===== config.mk =====
export PLATFORM = sky130hd
export DESIGN_NAME = fp_mult_pipe_flat
export DESIGN_NICKNAME = d
export VERILOG_FILES = /design/src/rtl/fp_mult_pipe_if.sv /design/src/rtl/fp_mult_pipe.sv /design/src/flat_wrapper.sv
export SDC_FILE = /design/constraint.sdc
export NUM_CORES = 2
export LEC_CHECK = 0
export BUFFER_PORTS_ARGS = -buffer_cell sky130_fd_sc_hd__buf_4
export CORE_UTILIZATION = 65
export DETAILED_ROUTE_END_ITERATION = 8
export GPL_ROUTABILITY_DRIVEN = 1
export PLACE_DENSITY_LB_ADDON = 0.05
export RECOVER_POWER = 100
export SLEW_MARGIN = 20
export SYNTH_ARGS = -nofsm -noshare
export SYNTH_HDL_FRONTEND = slang
export SYNTH_SLANG_ARGS = --single-unit

===== constraint.sdc =====
create_clock -name clk -period 17.82 [get_ports clk]
set_input_delay 0.891 -clock clk [delete_from_list [all_inputs] [get_ports clk]]
set_output_delay 0.891 -clock clk [all_outputs]
set_load 0.02 [all_outputs]

===== src/rtl/fp_mult_pipe_if.sv =====
// ============================================================================
// Module   : fp_mult_pipe_if
// Desc     : Operand/result handshake bundle for fp_mult_pipe.
//            The flags signal exists only when FP_MULT_FLAGS_EN is defined.
// Revision : 1.0 - initial release
// ============================================================================
`default_nettype none

interface fp_mult_pipe_if #(
    parameter int EXP_W = 8,
    parameter int MAN_W = 23
);
    localparam int c_W = 1 + EXP_W + MAN_W;

    logic           in_valid;
    logic           in_ready;
    logic [c_W-1:0] a;
    logic [c_W-1:0] b;
    logic           out_valid;
    logic           out_ready;
    logic [c_W-1:0] p;
`ifdef FP_MULT_FLAGS_EN
    logic [3:0]     flags;

    modport master (
        output in_valid, a, b, out_ready,
        input  in_ready, out_valid, p, flags
    );
    modport slave (
        input  in_valid, a, b, out_ready,
        output in_ready, out_valid, p, flags
    );
`else
    modport master (
        output in_valid, a, b, out_ready,
        input  in_ready, out_valid, p
    );
    modport slave (
        input  in_valid, a, b, out_ready,
        output in_ready, out_valid, p
    );
`endif
endinterface

`default_nettype wire


===== src/rtl/fp_mult_pipe.sv =====
// ============================================================================
// Module   : fp_mult_pipe
// Desc     : Pipelined floating-point multiplier (RNE, flush-to-zero) with
//            valid/ready flow control. FP_MULT_FLAGS_EN adds the flags output.
// Revision : 1.0 - initial release
// ============================================================================
`default_nettype none

module fp_mult_pipe #(
    parameter int EXP_W  = 8,
    parameter int MAN_W  = 23,
    parameter int STAGES = 3
) (
    input  wire logic     clk,
    input  wire logic     rst,
    fp_mult_pipe_if.slave bus
);
    localparam int c_W  = 1 + EXP_W + MAN_W;
    localparam int c_MW = MAN_W + 1;
    localparam int c_PW = 2 * c_MW;
    localparam int c_XW = EXP_W + 2;

    localparam logic signed [c_XW-1:0] c_BIAS  = c_XW'((1 << (EXP_W - 1)) - 1);
    localparam logic signed [c_XW-1:0] c_EMAX  = c_XW'((1 << EXP_W) - 1);
    localparam logic signed [c_XW-1:0] c_EZERO = '0;
    localparam logic [EXP_W-1:0]       c_EXP_ONES = '1;
    localparam logic [EXP_W-1:0]       c_EXP_ZERO = '0;
    localparam logic [MAN_W-1:0]       c_MAN_ZERO = '0;
    localparam logic [MAN_W-1:0]       c_MAN_QNAN = {1'b1, {(MAN_W-1){1'b0}}};

    localparam logic [1:0] c_CLS_NORM = 2'd0;
    localparam logic [1:0] c_CLS_NAN  = 2'd1;
    localparam logic [1:0] c_CLS_INF  = 2'd2;
    localparam logic [1:0] c_CLS_ZERO = 2'd3;

    // Single global enable: every stage advances or holds together.
    logic w_en;
    logic r_out_valid;
    assign w_en          = !r_out_valid || bus.out_ready;
    assign bus.in_ready  = w_en;
    assign bus.out_valid = r_out_valid;

    logic             w_sa, w_sb;
    logic [EXP_W-1:0] w_ea, w_eb;
    logic [MAN_W-1:0] w_fa, w_fb;
    assign {w_sa, w_ea, w_fa} = bus.a;
    assign {w_sb, w_eb, w_fb} = bus.b;

    logic w_a_emax, w_a_nan, w_a_inf, w_a_zero;
    logic w_b_emax, w_b_nan, w_b_inf, w_b_zero;
    assign w_a_emax = (w_ea == c_EXP_ONES);
    assign w_b_emax = (w_eb == c_EXP_ONES);
    assign w_a_nan  = w_a_emax && (w_fa != c_MAN_ZERO);
    assign w_b_nan  = w_b_emax && (w_fb != c_MAN_ZERO);
    assign w_a_inf  = w_a_emax && (w_fa == c_MAN_ZERO);
    assign w_b_inf  = w_b_emax && (w_fb == c_MAN_ZERO);
    assign w_a_zero = (w_ea == c_EXP_ZERO);
    assign w_b_zero = (w_eb == c_EXP_ZERO);

    // Subnormals share the zero class, so inf*subnormal is also invalid.
    logic [1:0] w_cls;
    always_comb begin
        w_cls = c_CLS_NORM;
        if (w_a_nan || w_b_nan)
            w_cls = c_CLS_NAN;
        else if ((w_a_inf && w_b_zero) || (w_b_inf && w_a_zero))
            w_cls = c_CLS_NAN;
        else if (w_a_inf || w_b_inf)
            w_cls = c_CLS_INF;
        else if (w_a_zero || w_b_zero)
            w_cls = c_CLS_ZERO;
    end

    logic signed [c_XW-1:0] w_exp;
    assign w_exp = $signed(c_XW'(w_ea)) + $signed(c_XW'(w_eb)) - c_BIAS;

`ifdef FP_MULT_FLAGS_EN
    logic w_inv;
    assign w_inv = (w_a_nan || w_b_nan)
                 ? ((w_a_nan && !w_fa[MAN_W-1]) || (w_b_nan && !w_fb[MAN_W-1]))
                 : ((w_a_inf && w_b_zero) || (w_b_inf && w_a_zero));
`endif

    logic                   r1_valid;
    logic                   r1_sign;
    logic signed [c_XW-1:0] r1_exp;
    logic [c_MW-1:0]        r1_ma, r1_mb;
    logic [1:0]             r1_cls;
`ifdef FP_MULT_FLAGS_EN
    logic                   r1_inv;
`endif

    always_ff @(posedge clk) begin
        if (rst)
            r1_valid <= 1'b0;
        else if (w_en)
            r1_valid <= bus.in_valid;
    end

    always_ff @(posedge clk) begin
        if (w_en) begin
            r1_sign <= w_sa ^ w_sb;
            r1_exp  <= w_exp;
            r1_ma   <= {1'b1, w_fa};
            r1_mb   <= {1'b1, w_fb};
            r1_cls  <= w_cls;
`ifdef FP_MULT_FLAGS_EN
            r1_inv  <= w_inv;
`endif
        end
    end

    logic [c_PW-1:0] w_prod1;
    assign w_prod1 = c_PW'(r1_ma) * c_PW'(r1_mb);

    logic                   w_l_valid;
    logic                   w_l_sign;
    logic signed [c_XW-1:0] w_l_exp;
    logic [c_PW-1:0]        w_l_prod;
    logic [1:0]             w_l_cls;
`ifdef FP_MULT_FLAGS_EN
    logic                   w_l_inv;
`endif

    generate
        if (STAGES == 2) begin : g_direct
            assign w_l_valid = r1_valid;
            assign w_l_sign  = r1_sign;
            assign w_l_exp   = r1_exp;
            assign w_l_prod  = w_prod1;
            assign w_l_cls   = r1_cls;
`ifdef FP_MULT_FLAGS_EN
            assign w_l_inv   = r1_inv;
`endif
        end else begin : g_mid
            // Entry 0 registers the product; later entries are pure delay.
            localparam int c_N = STAGES - 2;
            logic                   r_v [c_N];
            logic                   r_s [c_N];
            logic signed [c_XW-1:0] r_e [c_N];
            logic [c_PW-1:0]        r_pr[c_N];
            logic [1:0]             r_c [c_N];
`ifdef FP_MULT_FLAGS_EN
            logic                   r_i [c_N];
`endif
            always_ff @(posedge clk) begin
                if (rst) begin
                    for (int i = 0; i < c_N; i++) r_v[i] <= 1'b0;
                end else if (w_en) begin
                    r_v[0] <= r1_valid;
                    for (int i = 1; i < c_N; i++) r_v[i] <= r_v[i-1];
                end
            end

            always_ff @(posedge clk) begin
                if (w_en) begin
                    r_s[0]  <= r1_sign;
                    r_e[0]  <= r1_exp;
                    r_pr[0] <= w_prod1;
                    r_c[0]  <= r1_cls;
`ifdef FP_MULT_FLAGS_EN
                    r_i[0]  <= r1_inv;
`endif
                    for (int i = 1; i < c_N; i++) begin
                        r_s[i]  <= r_s[i-1];
                        r_e[i]  <= r_e[i-1];
                        r_pr[i] <= r_pr[i-1];
                        r_c[i]  <= r_c[i-1];
`ifdef FP_MULT_FLAGS_EN
                        r_i[i]  <= r_i[i-1];
`endif
                    end
                end
            end

            assign w_l_valid = r_v[c_N-1];
            assign w_l_sign  = r_s[c_N-1];
            assign w_l_exp   = r_e[c_N-1];
            assign w_l_prod  = r_pr[c_N-1];
            assign w_l_cls   = r_c[c_N-1];
`ifdef FP_MULT_FLAGS_EN
            assign w_l_inv   = r_i[c_N-1];
`endif
        end
    endgenerate

    // Fraction below the leading one, left-aligned whichever bit it sits in.
    logic [c_PW-2:0]        w_frac;
    logic signed [c_XW-1:0] w_exp_n, w_exp_f;
    logic [MAN_W-1:0]       w_man;
    logic                   w_g, w_r, w_st, w_rup;
    logic [MAN_W:0]         w_man_r;
    logic                   w_ovf, w_unf;

    assign w_frac  = w_l_prod[c_PW-1] ? w_l_prod[c_PW-2:0] : {w_l_prod[c_PW-3:0], 1'b0};
    assign w_exp_n = w_l_exp + $signed(c_XW'(w_l_prod[c_PW-1]));
    assign w_man   = w_frac[c_PW-2 -: MAN_W];
    assign w_g     = w_frac[MAN_W];
    assign w_r     = w_frac[MAN_W-1];
    assign w_st    = |w_frac[MAN_W-2:0];
    assign w_rup   = w_g && (w_r || w_st || w_man[0]);
    assign w_man_r = {1'b0, w_man} + (MAN_W+1)'(w_rup);
    assign w_exp_f = w_exp_n + $signed(c_XW'(w_man_r[MAN_W]));
    assign w_ovf   = (w_exp_f >= c_EMAX);
    assign w_unf   = (w_exp_f <= c_EZERO);

    logic [c_W-1:0] w_p;
    always_comb begin
        w_p = {w_l_sign, w_exp_f[EXP_W-1:0], w_man_r[MAN_W-1:0]};
        case (w_l_cls)
            c_CLS_NAN:  w_p = {1'b0, c_EXP_ONES, c_MAN_QNAN};
            c_CLS_INF:  w_p = {w_l_sign, c_EXP_ONES, c_MAN_ZERO};
            c_CLS_ZERO: w_p = {w_l_sign, c_EXP_ZERO, c_MAN_ZERO};
            default: begin
                if (w_ovf)
                    w_p = {w_l_sign, c_EXP_ONES, c_MAN_ZERO};
                else if (w_unf)
                    w_p = {w_l_sign, c_EXP_ZERO, c_MAN_ZERO};
            end
        endcase
    end

    logic [c_W-1:0] r_p;
    always_ff @(posedge clk) begin
        if (rst) begin
            r_out_valid <= 1'b0;
            r_p         <= '0;
        end else if (w_en) begin
            r_out_valid <= w_l_valid;
            r_p         <= w_p;
        end
    end
    assign bus.p = r_p;

`ifdef FP_MULT_FLAGS_EN
    logic [3:0] w_flags;
    logic [3:0] r_flags;
    always_comb begin
        w_flags = 4'b0000;
        case (w_l_cls)
            c_CLS_NAN:  w_flags = {w_l_inv, 3'b000};
            c_CLS_NORM: w_flags = {1'b0, w_ovf, w_unf, w_ovf || w_unf || w_g || w_r || w_st};
            default:    w_flags = 4'b0000;
        endcase
    end

    always_ff @(posedge clk) begin
        if (rst)
            r_flags <= 4'b0000;
        else if (w_en)
            r_flags <= w_flags;
    end
    assign bus.flags = r_flags;
`endif

endmodule

`default_nettype wire


===== src/flat_wrapper.sv =====
// flat-port wrapper written by rule: the top's interface ports become plain ports
module fp_mult_pipe_flat 
#(
    parameter int EXP_W  = 8,
    parameter int MAN_W  = 23,
    parameter int STAGES = 3
)
  (clk, rst, bus_in_valid, bus_a, bus_b, bus_out_ready, bus_in_ready, bus_out_valid, bus_p);
  fp_mult_pipe_if #(.EXP_W(EXP_W), .MAN_W(MAN_W)) bus_i ();
  input  wire logic clk;
  input  wire logic rst;
  input wire logic [$bits(bus_i.in_valid)-1:0] bus_in_valid;
  input wire logic [$bits(bus_i.a)-1:0] bus_a;
  input wire logic [$bits(bus_i.b)-1:0] bus_b;
  input wire logic [$bits(bus_i.out_ready)-1:0] bus_out_ready;
  output wire logic [$bits(bus_i.in_ready)-1:0] bus_in_ready;
  output wire logic [$bits(bus_i.out_valid)-1:0] bus_out_valid;
  output wire logic [$bits(bus_i.p)-1:0] bus_p;
  assign bus_i.in_valid = bus_in_valid;
  assign bus_i.a = bus_a;
  assign bus_i.b = bus_b;
  assign bus_i.out_ready = bus_out_ready;
  assign bus_in_ready = bus_i.in_ready;
  assign bus_out_valid = bus_i.out_valid;
  assign bus_p = bus_i.p;
  fp_mult_pipe #(.EXP_W(EXP_W), .MAN_W(MAN_W), .STAGES(STAGES)) u_core (.clk(clk), .rst(rst), .bus(bus_i));
endmodule

==> Yosys cells after proc, flatten, opt, wreduce, memory -nomap -nowiden <==
Memory sizes are Yosys's and may differ from the RTL's. A register that Yosys moved wholly into a read port is not among the register bits.
Cells that the tools add are included.
{ "op_classes": {"addsub": 5, "multipliers": 1, "order_cmp": 2, "eq_ne": 5, "muxes": 14, "n_bitwise": 1, "n_reduce_logical": 24} }
{ "op_table": {"columns": ["operator", "n"], "rows": [
  ["one-hot mux 32 bit (3 select lines)", 1],
  ["2-to-1 mux 31 bit", 2],
  ["multiplier 24 x 24 -> 48 bit", 1],
  ["2-to-1 mux 47 bit", 1],
  ["logical NOT 23 bit", 2],
  ["nonzero test 23 bit", 2],
  ["adder 23 x 1 -> 24 bit", 1],
  ["OR reduction 22 bit", 1],
  ["adder 10 x 2 -> 10 bit", 2],
  ["== test 8 bit, second input constant", 2],
  ["logical NOT 8 bit", 2],
  ["greater-or-equal comparator 10 x 9 -> 1 bit, second input constant", 1],
  ["less-or-equal comparator 10 x 1 -> 1 bit, second input constant", 1],
  ["subtractor 10 x 8 -> 10 bit, second input constant", 1],
  ["adder 8 x 8 -> 9 bit", 1],
  ["2-to-1 mux 1 bit", 8],
  ["logical AND 1 bit", 7],
  ["logical OR 1 bit", 7],
  ["== test 2 bit, second input constant", 2],
  ["2-to-1 mux 2 bit", 2],
  ["== test 2 x 1 -> 1 bit, second input constant", 1],
  ["OR reduction 2 bit", 1],
  ["logical NOT 1 bit", 1],
  ["OR reduction 1 bit", 1],
  ["XOR 1 bit", 1]
]} }
{ "word_totals": {"regBits": 92, "ram_bits": 62, "in_bits": 68, "elab_cells": 64, "n_memories": 5} }
{ "memory_table": {"columns": ["memory", "depth", "width", "read_ports", "rd_clocked_by_memory_dff", "wr", "line", "source"], "rows": [
  ["u_core.g_mid.r_pr", 1, 48, 1, 0, 1, "fp_mult_pipe.sv:141", "logic [c_PW-1:0] r_pr[c_N];"],
  ["u_core.g_mid.r_e", 1, 10, 1, 0, 1, "fp_mult_pipe.sv:140", "logic signed [c_XW-1:0] r_e [c_N];"],
  ["u_core.g_mid.r_c", 1, 2, 1, 0, 1, "fp_mult_pipe.sv:142", "logic [1:0] r_c [c_N];"],
  ["u_core.g_mid.r_s", 1, 1, 1, 0, 1, "fp_mult_pipe.sv:139", "logic r_s [c_N];"],
  ["u_core.g_mid.r_v", 1, 1, 1, 1, 1, "fp_mult_pipe.sv:138", "logic r_v [c_N];"]
]} }

==> Longest topological paths before layout <==
An unclocked memory read counts as a cell.
{ "logic_depth": {"ltp_word": 12, "ltp_mapped": 28, "depth_no_buf": 24} }

==> Least setup slack after synthesis <==
Ideal clock, no wire load.
{ "synth_path": {"kind": "flip-flop to flip-flop", "startpoint": "reg u_core.r1_ma[18]", "endpoint": "mem u_core.g_mid.r_pr[0][44] (netlist name), data pin", "setup_ns": 0.266, "arrival_ns": 6.431, "setup_slack_ns": 11.123, "path_stages_with_launch": 24, "synth_period_minus_slack_ns": 6.697, "cell_sequence": "edfxtp_1 clkbuf_1 nand2_1 fa_1 inv_1 fa_1 inv_1 fa_1 fa_1 inv_1 fa_1 fa_1 inv_1 fa_1 inv_1 ha_1 a21oi_1 o21ai_0 a2111oi_0 nor2_1 o211ai_1 a21oi_1 o2111ai_1 or3b_1"} }
{ "synth_between": {"elab_chain_cells": 1} }
{ "synth_rtl": {"columns": ["element", "line", "source"], "rows": [
  ["start: declaration", "fp_mult_pipe.sv:87", "logic [c_MW-1:0] r1_ma, r1_mb;"],
  ["start signal: assignment", "fp_mult_pipe.sv:104", "r1_ma <= {1'b1, w_fa};"],
  ["multiplier 24 x 24 -> 48 bit", "fp_mult_pipe.sv:114", "assign w_prod1 = c_PW'(r1_ma) * c_PW'(r1_mb);"],
  ["net u_core.w_prod1[44]", "fp_mult_pipe.sv:113", "logic [c_PW-1:0] w_prod1;"],
  ["end: declaration", "fp_mult_pipe.sv:141", null]
]} }
The timed path passes the listed nets, and every way through them passes these cells.

==> Final worst setup path <==
{ "layout_path": {"startpoint": "reg u_core.r1_ma[8]", "endpoint": "mem u_core.g_mid.r_pr[0][44] (netlist name), data pin"} }
Same word-level chain as after synthesis.

==> results_dict.tcl <==
set metrics [dict create \
    status "finished, violations left" \
    violations "max-capacitance violations, max-slew violations" \
    core_area_mm2 0.0386 \
    cts_buffers 17 \
    relSlewSlack_pct -57.8 \
    die_y_um 200 \
    clockBufferDepth 2 \
    via_count 18600 \
    postCtsHoldBufs 0 \
    layout.nets 3418 \
    portBuffers 101 \
    critical_path_class "register to register" \
    synthCells 2654 \
    num_io_pins 102 \
    skew_ns 0.0218 \
    firstDrtPassIters 6 \
    yosysUniqueCellTypes 74 \
    insertion_delay_ns 0.48 \
    syn2layout_area_growth_pct 5.77 \
    maxCapViolations 5 \
    tightest_slew_ns 2.37 \
    setup-violations-final 0 \
    routedWlPerCell_um 21.2 \
    wl_met2_um 31900 \
    yosys_most_used_dff "edfxtp_1" \
    dieArea_mm2 0.0400 \
    drt-met1-wl_um 27600 \
    place.gp.congestion 0.935 \
    hold_violations 0 \
    critPathSlowestCell "edfxtp_1" \
    synth_area_leaders "fa_1 (38%), edfxtp_1 (14%), ha_1 (9.3%)" \
    rsz0062_at_grt "false" \
    ant_nets 0 \
    initial_core_util_pct 66.0 \
    synth_seq_cells 155 \
    hold_slack_ns 0.423 \
    dp_hpwl_um 53000 \
    dr_wl_met3_um 6160 \
    cts-root-buf "clkbuf_16" \
    drt_drc_violations_left 0 \
    grt_overflow 0 \
    cts_setup_buffers 0 \
    drv_slew 213 \
    r2r_slack_ns 9.36 \
    syn_area_per_cell_um2 9.61 \
    synth_top_cell_area_share_pct 38.0 \
    crit_path_cell_trace "inv_1, nor2_1, fa_1, inv_1, fa_1, fa_1, fa_1, inv_1, fa_1, inv_1, fa_1, fa_1, inv_1, ha_1, and3_1, and3_1, o311ai_0, a211oi_1, o211ai_1, a21oi_1, nor3_1, or3b_1" \
    cts_resized 0 \
    nFillCells 3061 \
    max_freq_ghz 0.118 \
    n_antenna_cell 0 \
    grt_max_degree 52 \
    crit_top_cell "fa_1" \
    worstPathMaxFanout 20 \
    worst_setup_path_end_kind "register" \
    start_kind "register" \
    synth_area_leader_cell "fa_1" \
    period_minus_slack_ns 8.46 \
    fin_tns_setup_ns 0 \
    yosysWarnings 0 \
    track_usage_pct 35.4 \
    drive_gt1_share_pct 4.42 \
    clk_pin_slew_ns 0.08 \
    rows 72 \
    cts.htree.levels 4 \
    async_flop_share_pct 0 \
    tritoncts "done" \
    antenna_found_initial 1 \
    grt_pass1_wl_um 107000 \
    post-route-period-util_pct 47.5 \
    synth-edff-count 121 \
    cp_slowest_stage_delay_ns 1.00 \
    vias_per_cell 5.81 \
    topRoutingLayerUsed "met4" \
    synth_fp_nets 3395 \
    die_w_um 200 \
    drtIter0Drc 1608 \
    critPathArrivalTime_ns 8.69 \
    yosysSeqAreaShare_pct 16.9 \
    syn-cell-area_mm2 0.0255 \
    grt_pass1_vias 19700 \
    cp.required_ns 18.05 \
    hold_path_class "register to register" \
    routed_wl_um 67900 \
    clock_sinks 155 \
]
## flip-flops by register name, summed over array words and instances (netlist names)
name,count
u_core.g_mid.r_pr,48
u_core.g_mid.r_c,2
u_core.r1_cls,2
u_core.r1_mb,23
u_core.r1_valid,1
u_core.g_mid.r_v,1
u_core.r1_exp,10
u_core.r1_sign,1
u_core.bus.p,32
u_core.r1_ma,23
u_core.g_mid.r_e,10
u_core.g_mid.r_s,1
u_core.bus.out_valid,1
## cells by family (layout without fill, tap and decap cells)
kind of cell | Yosys count | in the layout | synth area share (%)
xor gates and xnor gates | 90 | 90 | 3.09
muxes | 18 | 18 | 0.726
buffers and inverters | 708 | 744 | 10.7
AOI/OAI and AO/OA | 228 | 228 | 6.09
DFF | 155 | 155 | 16.9
and+or+nand+nor | 782 | 782 | 15.3
adders and majority gates | 673 | 673 | 47.2
## synthesized netlist by cell type (4+ instances only)
library cell	number
or3_1	4
and2_1	253
nand2_1	322
or4_1	4
mux2i_1	14
edfxtp_1	121
o21bai_1	8
inv_1	584
o21ai_0	31
buf_2	8
nand3_1	32
ha_1	189
nor3_1	10
a22o_1	19
nand4_1	13
nand2b_1	5
o21a_1	7
a21boi_0	4
clkbuf_1	102
nor2_1	79
xnor2_1	55
o2111ai_1	4
a221o_2	6
nor4_1	18
nor3b_1	7
a21o_1	15
a31oi_1	9
a211oi_1	11
nor2b_1	11
a21oi_1	68
fa_1	484
and3_1	8
buf_6	5
dfxtp_1	34
o31ai_1	6
xor2_1	35
o22ai_1	5
## area by class of cell
class	count	area (um2)	area share [%]
Clock buffer	18	450	1.67
Timing Repair Buffer	125	747	2.77
Clock inverter	14	165	0.612
Multi-Input combinational cell	1791	18500	68.4
Inverter	587	2200	8.17
Sequential cell	155	4310	16.0
Tap cell	518	648	2.40
## placed cells by master (no fill, tap or decap), types with 13 or more instances in the layout
| master | count |
|---|---|
| nor4_1 | 18 |
| and2_1 | 250 |
| nand3_1 | 33 |
| o21ai_0 | 31 |
| inv_1 | 583 |
| nand4_1 | 13 |
| clkbuf_16 | 18 |
| mux2i_1 | 14 |
| buf_4 | 37 |
| nor2_1 | 79 |
| a22o_1 | 19 |
| xor2_1 | 35 |
| xnor2_1 | 55 |
| fa_1 | 484 |
| dfxtp_1 | 34 |
| a21o_1 | 15 |
| edfxtp_1 | 121 |
| ha_1 | 189 |
| clkbuf_1 | 55 |
| nand2_1 | 322 |
| clkbuf_4 | 31 |
| a21oi_1 | 68 |
## per-stage QoR
stage	instance area, um2	util, %	worst slack [ns]	instances
global placement	26600	68.8	9.58	3174
global route	27000	69.8	9.11	3208
detailed placement	26600	68.8	9.69	3175
finish	27000	69.8	9.36	3208
CTS	27200	70.4	9.69	3207
floorplan	25500	-	11.12	2654
## worst max-delay path: cells and delay by family, from the launching register on
kind	cells	cell delay (ns)
compound gates	4	1.47
fa+ha+maj	8	3.71
buf+inv	5	0.72
flops	1	1.00
simple gates	5	1.28
## final timing paths
kind,endpoint,cells past startpoint,start
worst max-delay path,u_core.g_mid.r_pr[0][44],22,u_core.r1_ma[8]
worst min-delay path,u_core.g_mid.r_e[0][6],0,u_core.r1_exp[6]
worst max register to register,u_core.g_mid.r_pr[0][44],22,u_core.r1_ma[8]
worst min register to register,u_core.g_mid.r_e[0][6],0,u_core.r1_exp[6]
## routing by layer
| metal | GRT usage (%) | up-vias |
|---|---|---|
| li1 | - | 8204 |
| met1 | 47.9 | 9395 |
| met2 | 55.9 | 879 |
| met3 | 8.51 | 161 |
| met4 | 12.6 | 0 |
| met5 | 0 | - |
Power is not shown: default switching activity piles up to over one toggle a cycle in this logic, so the estimate is an artifact.
